--- config.mk ---
export PLATFORM = sky130hd
export DESIGN_NAME = dmem_arbiter_flat
export DESIGN_NICKNAME = d
export VERILOG_FILES = /design/src/rtl/riscv_pkg.sv /design/src/rtl/dmem_arbiter_if.sv /design/src/rtl/dmem_arbiter.sv /design/src/flat_wrapper.sv
export SDC_FILE = /design/constraint.sdc
export NUM_CORES = 1
export LEC_CHECK = 0
export CAP_MARGIN = 20
export CORE_AREA = 5 5 120 122
export CTS_BUF_LIST = sky130_fd_sc_hd__clkbuf_8
export DETAILED_ROUTE_END_ITERATION = 10
export DIE_AREA = 0 0 125 127
export PLACE_DENSITY = 0.7
export SLEW_MARGIN = 20
export SYNTH_ARGS = -nofsm -noshare
export SYNTH_HDL_FRONTEND = slang
export SYNTH_SLANG_ARGS = --single-unit
--- constraint.sdc ---
create_clock -name clk -period 3.09 [get_ports clk]
set_input_delay 0.618 -clock clk [delete_from_list [all_inputs] [get_ports clk]]
set_output_delay 0.618 -clock clk [all_outputs]
set_load 0.1 [all_outputs]
--- src/rtl/riscv_pkg.sv ---
// Shared definitions for the data-memory arbiter.
//   arb_state_e      : arbiter owner encoding (IDLE/CPU/LDR)
//   STARVE_LIMIT_DEF : default number of CPU-won conflict cycles before the
//                      loader is force-granted
//   sat_inc16        : saturating 16-bit increment used by the conflict counter
package riscv_pkg;

    typedef enum logic [1:0] {
        ST_IDLE = 2'd0,
        ST_CPU  = 2'd1,
        ST_LDR  = 2'd2
    } arb_state_e;

    localparam int STARVE_LIMIT_DEF = 4;
    localparam int STARVE_W         = 4;

    function automatic logic [15:0] sat_inc16(input logic [15:0] val);
        return (val == 16'hFFFF) ? val : val + 16'd1;
    endfunction

endpackage

--- src/rtl/dmem_arbiter_if.sv ---
// Bus bundle between the CPU data port, the loader/debug port, dmem and the
// arbiter.
//   cpu_*        : CPU request side (req/we/addr/wdata in, rdata/stall out)
//   ld_*         : loader request side (req/we/addr/wdata in,
//                  gnt/rvalid/rdata out)
//   mem_*        : dmem side (we/addr/data out, mem_out in)
//   conflict_cnt : saturating count of cycles with both requesters active
// Modport arb is taken by the arbiter, env by everything around it.
interface dmem_arbiter_if #(
    parameter int AW = 32,
    parameter int DW = 32
);
    logic          cpu_req;
    logic          cpu_we;
    logic [AW-1:0] cpu_addr;
    logic [DW-1:0] cpu_wdata;
    logic [DW-1:0] cpu_rdata;
    logic          cpu_stall;

    logic          ld_req;
    logic          ld_we;
    logic [AW-1:0] ld_addr;
    logic [DW-1:0] ld_wdata;
    logic          ld_gnt;
    logic          ld_rvalid;
    logic [DW-1:0] ld_rdata;

    logic          mem_we;
    logic [AW-1:0] mem_addr;
    logic [DW-1:0] mem_data;
    logic [DW-1:0] mem_out;

    logic [15:0]   conflict_cnt;

    modport arb (
        input  cpu_req, cpu_we, cpu_addr, cpu_wdata,
        output cpu_rdata, cpu_stall,
        input  ld_req, ld_we, ld_addr, ld_wdata,
        output ld_gnt, ld_rvalid, ld_rdata,
        output mem_we, mem_addr, mem_data,
        input  mem_out,
        output conflict_cnt
    );

    modport env (
        output cpu_req, cpu_we, cpu_addr, cpu_wdata,
        input  cpu_rdata, cpu_stall,
        output ld_req, ld_we, ld_addr, ld_wdata,
        input  ld_gnt, ld_rvalid, ld_rdata,
        input  mem_we, mem_addr, mem_data,
        output mem_out,
        input  conflict_cnt
    );
endinterface

--- src/rtl/dmem_arbiter.sv ---
// Data-memory arbiter between the pipelined CPU data port and a
// loader/debug port, in front of a dmem with synchronous write and
// combinational read.
//   clk : single clock, all state on the rising edge
//   rst : asynchronous active-low reset
//   bus : dmem_arbiter_if.arb (CPU, loader, dmem and conflict counter)
// The CPU normally wins; after STARVE_LIMIT consecutive CPU-won conflict
// cycles the loader is granted for one cycle. Grants are decided
// combinationally every cycle, so ownership switches without a bubble and a
// CPU alone sees dmem directly.
module dmem_arbiter
    import riscv_pkg::*;
#(
    parameter int STARVE_LIMIT = STARVE_LIMIT_DEF,
    parameter int AW           = 32,
    parameter int DW           = 32
) (
    input  logic           clk,
    input  logic           rst,
    dmem_arbiter_if.arb    bus
);

    arb_state_e            state_reg, state_next;
    logic [STARVE_W-1:0]   starve_reg, starve_next;
    logic [15:0]           conflict_reg, conflict_next;
    logic [DW-1:0]         ld_rdata_reg, ld_rdata_next;
    logic                  ld_rd_reg, ld_rd_next;

    logic                  force_ld;
    logic                  mem_we_raw;
    logic [AW-1:0]         mem_addr_raw;
    logic [DW-1:0]         mem_data_raw;

    // State register: owner of the previous cycle plus loader read tracking.
    always_ff @(posedge clk or negedge rst) begin
        if (!rst) begin
            state_reg    <= ST_IDLE;
            starve_reg   <= '0;
            conflict_reg <= '0;
            ld_rdata_reg <= '0;
            ld_rd_reg    <= 1'b0;
        end else begin
            state_reg    <= state_next;
            starve_reg   <= starve_next;
            conflict_reg <= conflict_next;
            ld_rdata_reg <= ld_rdata_next;
            ld_rd_reg    <= ld_rd_next;
        end
    end

    // Next owner and datapath. The flop inputs never look at rst; reset only
    // gates the outputs below so the bus is quiet while rst is low.
    always_comb begin
        force_ld      = (starve_reg == STARVE_W'(STARVE_LIMIT)) && bus.ld_req;
        state_next    = ST_IDLE;
        mem_we_raw    = 1'b0;
        mem_addr_raw  = '0;
        mem_data_raw  = '0;
        starve_next   = starve_reg;
        conflict_next = conflict_reg;
        ld_rd_next    = 1'b0;
        ld_rdata_next = ld_rdata_reg;

        if (force_ld) begin
            state_next = ST_LDR;
        end else if (bus.cpu_req) begin
            state_next = ST_CPU;
        end else if (bus.ld_req) begin
            state_next = ST_LDR;
        end

        case (state_next)
            ST_CPU: begin
                mem_we_raw   = bus.cpu_we;
                mem_addr_raw = bus.cpu_addr;
                mem_data_raw = bus.cpu_wdata;
            end
            ST_LDR: begin
                mem_we_raw   = bus.ld_we;
                mem_addr_raw = bus.ld_addr;
                mem_data_raw = bus.ld_wdata;
            end
            default: ;
        endcase

        // Starvation counter only runs while the loader is actually waiting.
        if (state_next == ST_LDR || !bus.ld_req) begin
            starve_next = '0;
        end else if (state_next == ST_CPU) begin
            starve_next = starve_reg + 1'b1;
        end

        if (bus.cpu_req && bus.ld_req) begin
            conflict_next = sat_inc16(conflict_reg);
        end

        // Granted loader read: dmem read is combinational, so capture now.
        if (state_next == ST_LDR && !bus.ld_we) begin
            ld_rd_next    = 1'b1;
            ld_rdata_next = bus.mem_out;
        end
    end

    assign bus.mem_we       = rst & mem_we_raw;
    assign bus.mem_addr     = rst ? mem_addr_raw : '0;
    assign bus.mem_data     = rst ? mem_data_raw : '0;
    assign bus.ld_gnt       = rst & (state_next == ST_LDR);
    assign bus.cpu_stall    = rst & bus.cpu_req & (state_next != ST_CPU);
    assign bus.cpu_rdata    = bus.mem_out;

    // Read data is valid the cycle after the loader owned dmem for a read.
    assign bus.ld_rvalid    = (state_reg == ST_LDR) & ld_rd_reg;
    assign bus.ld_rdata     = ld_rdata_reg;
    assign bus.conflict_cnt = conflict_reg;

endmodule

--- src/flat_wrapper.sv ---
// flat-port wrapper written by rule: the top's interface ports become plain ports
module dmem_arbiter_flat import riscv_pkg::*;
#(
    parameter int STARVE_LIMIT = STARVE_LIMIT_DEF,
    parameter int AW           = 32,
    parameter int DW           = 32
)
  (clk, rst, bus_cpu_req, bus_cpu_we, bus_cpu_addr, bus_cpu_wdata, bus_cpu_rdata, bus_cpu_stall, bus_ld_req, bus_ld_we, bus_ld_addr, bus_ld_wdata, bus_ld_gnt, bus_ld_rvalid, bus_ld_rdata, bus_mem_we, bus_mem_addr, bus_mem_data, bus_mem_out, bus_conflict_cnt);
  dmem_arbiter_if #(.AW(AW), .DW(DW)) bus_i ();
  input  logic clk;
  input  logic rst;
  input wire logic [$bits(bus_i.cpu_req)-1:0] bus_cpu_req;
  input wire logic [$bits(bus_i.cpu_we)-1:0] bus_cpu_we;
  input wire logic [$bits(bus_i.cpu_addr)-1:0] bus_cpu_addr;
  input wire logic [$bits(bus_i.cpu_wdata)-1:0] bus_cpu_wdata;
  output wire logic [$bits(bus_i.cpu_rdata)-1:0] bus_cpu_rdata;
  output wire logic [$bits(bus_i.cpu_stall)-1:0] bus_cpu_stall;
  input wire logic [$bits(bus_i.ld_req)-1:0] bus_ld_req;
  input wire logic [$bits(bus_i.ld_we)-1:0] bus_ld_we;
  input wire logic [$bits(bus_i.ld_addr)-1:0] bus_ld_addr;
  input wire logic [$bits(bus_i.ld_wdata)-1:0] bus_ld_wdata;
  output wire logic [$bits(bus_i.ld_gnt)-1:0] bus_ld_gnt;
  output wire logic [$bits(bus_i.ld_rvalid)-1:0] bus_ld_rvalid;
  output wire logic [$bits(bus_i.ld_rdata)-1:0] bus_ld_rdata;
  output wire logic [$bits(bus_i.mem_we)-1:0] bus_mem_we;
  output wire logic [$bits(bus_i.mem_addr)-1:0] bus_mem_addr;
  output wire logic [$bits(bus_i.mem_data)-1:0] bus_mem_data;
  input wire logic [$bits(bus_i.mem_out)-1:0] bus_mem_out;
  output wire logic [$bits(bus_i.conflict_cnt)-1:0] bus_conflict_cnt;
  assign bus_i.cpu_req = bus_cpu_req;
  assign bus_i.cpu_we = bus_cpu_we;
  assign bus_i.cpu_addr = bus_cpu_addr;
  assign bus_i.cpu_wdata = bus_cpu_wdata;
  assign bus_cpu_rdata = bus_i.cpu_rdata;
  assign bus_cpu_stall = bus_i.cpu_stall;
  assign bus_i.ld_req = bus_ld_req;
  assign bus_i.ld_we = bus_ld_we;
  assign bus_i.ld_addr = bus_ld_addr;
  assign bus_i.ld_wdata = bus_ld_wdata;
  assign bus_ld_gnt = bus_i.ld_gnt;
  assign bus_ld_rvalid = bus_i.ld_rvalid;
  assign bus_ld_rdata = bus_i.ld_rdata;
  assign bus_mem_we = bus_i.mem_we;
  assign bus_mem_addr = bus_i.mem_addr;
  assign bus_mem_data = bus_i.mem_data;
  assign bus_i.mem_out = bus_mem_out;
  assign bus_conflict_cnt = bus_i.conflict_cnt;
  dmem_arbiter #(.STARVE_LIMIT(STARVE_LIMIT), .AW(AW), .DW(DW)) u_core (.clk(clk), .rst(rst), .bus(bus_i));
endmodule
==> results.sh <==
export IMPL_antenna_cells=0
export IMPL_use_met2_pct=36.19
export IMPL_drive_gt1_share_pct=46.90
export IMPL_fmax_mhz=343.2
export IMPL_fin_nets=832
export IMPL_ys_ff_latch=55
export IMPL_clock_skew_ns=0.007904
export IMPL_die_h_um=127
export IMPL_stdcell_count=837
export IMPL_cts_hold_buf=0
export IMPL_synth_cell_types=35
export IMPL_fillCellCount=1003
export IMPL_antenna_found_initial=0
export IMPL_path_cells="inv_1, ha_2, nand4b_1, nand2_1, buf_4, inv_1, ha_2, buf_12, a22oi_1, nor2_4, buf_12"
export IMPL_final_max_slew_viol_count=0
export IMPL_yosysSeqAreaShare_pct=40.18
export IMPL_clock_power_share_pct=11.8
export IMPL_largest_reg_flops=32
export IMPL_grt_max_degree=49
export IMPL_critPathSlowestCell="dfrtp_1"
export IMPL_dr_pass1_iters=4
export IMPL_final_common_cell="clkdlybuf4s50_1"
export IMPL_clock_sinks=55
export IMPL_syn_nets=532
export IMPL_area_delta_synth_final_pct=136.0
export IMPL_crit_path_max_incr_delay_ns=0.39
export IMPL_grt_pass1_wl_um=24430
export IMPL_yosys_area_top_type="dfrtp_1"
export IMPL_synth_top_area_share_pct=40.18
export IMPL_combPwrFrac_pct=63.9
export IMPL_design_area_um2=8087
export IMPL_dpl_instance_area_um2=7630
export IMPL_synth_edf_count=0
export IMPL_dieArea_um2=15880
export IMPL_hold_path_class="in2async"
export IMPL_cellPowerDensity_nw_per_um2=487.7
export IMPL_syn_area_um2=3426
export IMPL_power_switching_share_pct=53.41
export IMPL_port_buffer_count=313
export IMPL_clk_pin_slew_ns=0.09
export IMPL_initial_utilization_pct=26.18
export IMPL_pwr_share_seq_pct=24.3
export IMPL_rsz0062_at_grt="false"
export IMPL_layout_min_cycle_time_ns=2.914
export IMPL_leakage_nw=3.270
export IMPL_rows=42
export IMPL_cap_violations=0
export IMPL_drtIter0Drc=147
export IMPL_yosysWarningCount=0
export IMPL_dp_cells=817
export IMPL_wire_per_inst_um=18.90
export IMPL_setup_viol_count_final=0
export IMPL_vias_per_cell=4.658
export IMPL_gr_total_overflow=0
export IMPL_clkLatencyLatePin_ns=0.31
export IMPL_hpwl_um=12990
export IMPL_htree_levels=2
export IMPL_die_w_um=125
export IMPL_ff2ff_setup_slack_ns=0.94
export IMPL_worstMarginPinSlew_ns=0.6054
export IMPL_finalHoldViolations=0
export IMPL_clockBufferDepth=2
export IMPL_track_usage_pct=19.12
export IMPL_slew_headroom_pct=59.64
export IMPL_crit_path_max_fanout=13
export IMPL_critical_path_class="reg2out"
export IMPL_intPower_mw=1.837
export IMPL_synth_ff_type="dfrtp_1"
export IMPL_avgSynthCellArea_um2=9.490
export IMPL_drc=0
export IMPL_rr_endpoint="u_core.bus.ld_rdata[1]$_DFFE_PN0P_"
export IMPL_outcome="finished clean"
export IMPL_irDropWorstVdd_uv=645.9
export IMPL_use_met1_pct=21.20
export IMPL_io_pins=314
export IMPL_place_congestion=0.9029
export IMPL_cts_made_buffers=5
export IMPL_cts_root_buf="clkbuf_8"
export IMPL_num_vias=3899
export IMPL_cp_num_buf_inv=5
export IMPL_final_cell_mix="clkdlybuf4s50_1 (162), buf_4 (101), buf_12 (76), nor2_4 (63), a22oi_1 (62)"
export IMPL_use_met3_pct=5.551
export IMPL_crit_path_start_kind="flop"
export IMPL_busiest_layer="met2"
export IMPL_ys_top_cells_by_area="dfrtp_1 (40%), a22oi_1 (14%), mux2_2 (11%)"
export IMPL_worstReg2RegStart="u_core.starve_reg[1]$_DFFE_PN0P_"
export IMPL_synth_cells=361
export IMPL_end_kind="primary output"
export IMPL_grt_pass1_vias=4298
export IMPL_cp_data_required_time_ns=2.47
export IMPL_cts_tree="done"
export IMPL_reg2reg_depth=11
export IMPL_post_route_period_util_pct=94.31
export IMPL_drt_total_wl_um=15820
export IMPL_synthArstFlopShare_pct=100.0
export IMPL_cp_arrival_ns=2.30
export IMPL_ant_nets=0
export IMPL_coreArea_um2=13090
export IMPL_p_sw_mw=2.106
export IMPL_path_delay_family="buffers and inverters"
-- final cells by class --
| type | instances | area, µm² | share of cell area [%] |
|---|---|---|---|
| flip-flops and latches | 55 | 1376 | 17.02 |
| multi-input cells | 243 | 2221 | 27.46 |
| clock inverters | 2 | 37.54 | 0.4642 |
| inverters | 5 | 18.77 | 0.2321 |
| clock buffers | 5 | 68.82 | 0.8510 |
| repair buffers | 351 | 4144 | 51.25 |
| well taps | 176 | 220.2 | 2.723 |
-- kinds of logic (layout without fill, tap and decap cells) --
group | Yosys count | in the layout | share of synthesized area [%]
flip-flops | 55 | 55 | 40.18
adder cells (fa/ha/maj) | 5 | 5 | 1.826
AND/OR/NAND/NOR | 117 | 117 | 16.69
buffers and inverters | 63 | 363 | 10.52
multiplexers | 35 | 35 | 11.58
XOR/XNOR | 15 | 15 | 3.835
AO/OA/AOI/OAI | 71 | 71 | 15.38
-- metrics by stage --
stage / power [mW] / utilization, % / hold WS (ns) / setup slack, ns / TNS (ns)
finish: 3.943 / 61.80 / 0.1844 / 0.1758 / 0
global route: 4.089 / 61.80 / 0.1941 / 0.002427 / 0
CTS: 3.971 / 61.26 / 0.1817 / 0.03977 / 0
detailed placement: 3.431 / 58.31 / 0.4967 / -0.1117 / -2.344
global placement: 3.403 / 58.31 / 0.4912 / -0.08034 / -0.5596
floorplan: 2.672 / - / 0.3224 / -0.3568 / -2.435
-- worst max-delay path by stage --
stage	from	to	slack, ns	cells past startpoint
6_report	u_core.starve_reg[1]$_DFFE_PN0P_	bus_mem_addr[21]	0.18	11
5_1_grt	u_core.starve_reg[1]$_DFFE_PN0P_	bus_mem_data[23]	0.002	12
4_1_cts	u_core.starve_reg[1]$_DFFE_PN0P_	bus_mem_data[30]	0.04	12
3_5_place_dp	bus_ld_req	bus_mem_addr[10]	-0.11	11
3_3_place_gp	bus_ld_req	bus_mem_addr[10]	-0.08	11
2_1_floorplan	bus_ld_req	bus_mem_data[4]	-0.36	8
-- metal layers --
layer | part of all wire [%] | vias to the layer above | routed length (µm)
met4 | 1.6 | 0 | 255
met1 | 36 | 1855 | 5725
met3 | 7.3 | 15 | 1159
li1 | - | 1852 | -
met2 | 55 | 177 | 8683
met5 | 0 | - | 0
-- power by group through the flow --
stage	Clock (mW)	Combinational, mW	Sequential (mW)
global route	0.505	2.60	0.980
global placement	0	2.44	0.968
detailed placement	0	2.46	0.976
CTS	0.484	2.53	0.959
finish	0.464	2.52	0.958
floorplan	0	0.771	1.90
-- synthesized netlist by cell type (2+ instances only) --
cell and count:
xor2_1 8, mux2_2 33, nand4b_1 2, inv_1 5, nand4_1 5, nand2b_1 2, nor3_1 4, nand2_1 12
and2_1 2, dfrtp_1 55, nor2_1 74, buf_1 4, ha_1 5, nand3_1 4, buf_2 3, and3_1 2
clkbuf_1 19, a21oi_1 3, buf_4 32, xnor2_1 7, a22oi_1 65, nor4_4 2
-- timing repair --
item,CTS,global route
cloned,5,0
endpoints found under the setup margin,62,64
setup buffers,6,2
pin swaps,10,11
gates resized for setup,23,14
No activity file was read; power rests on OpenSTA's default activity.
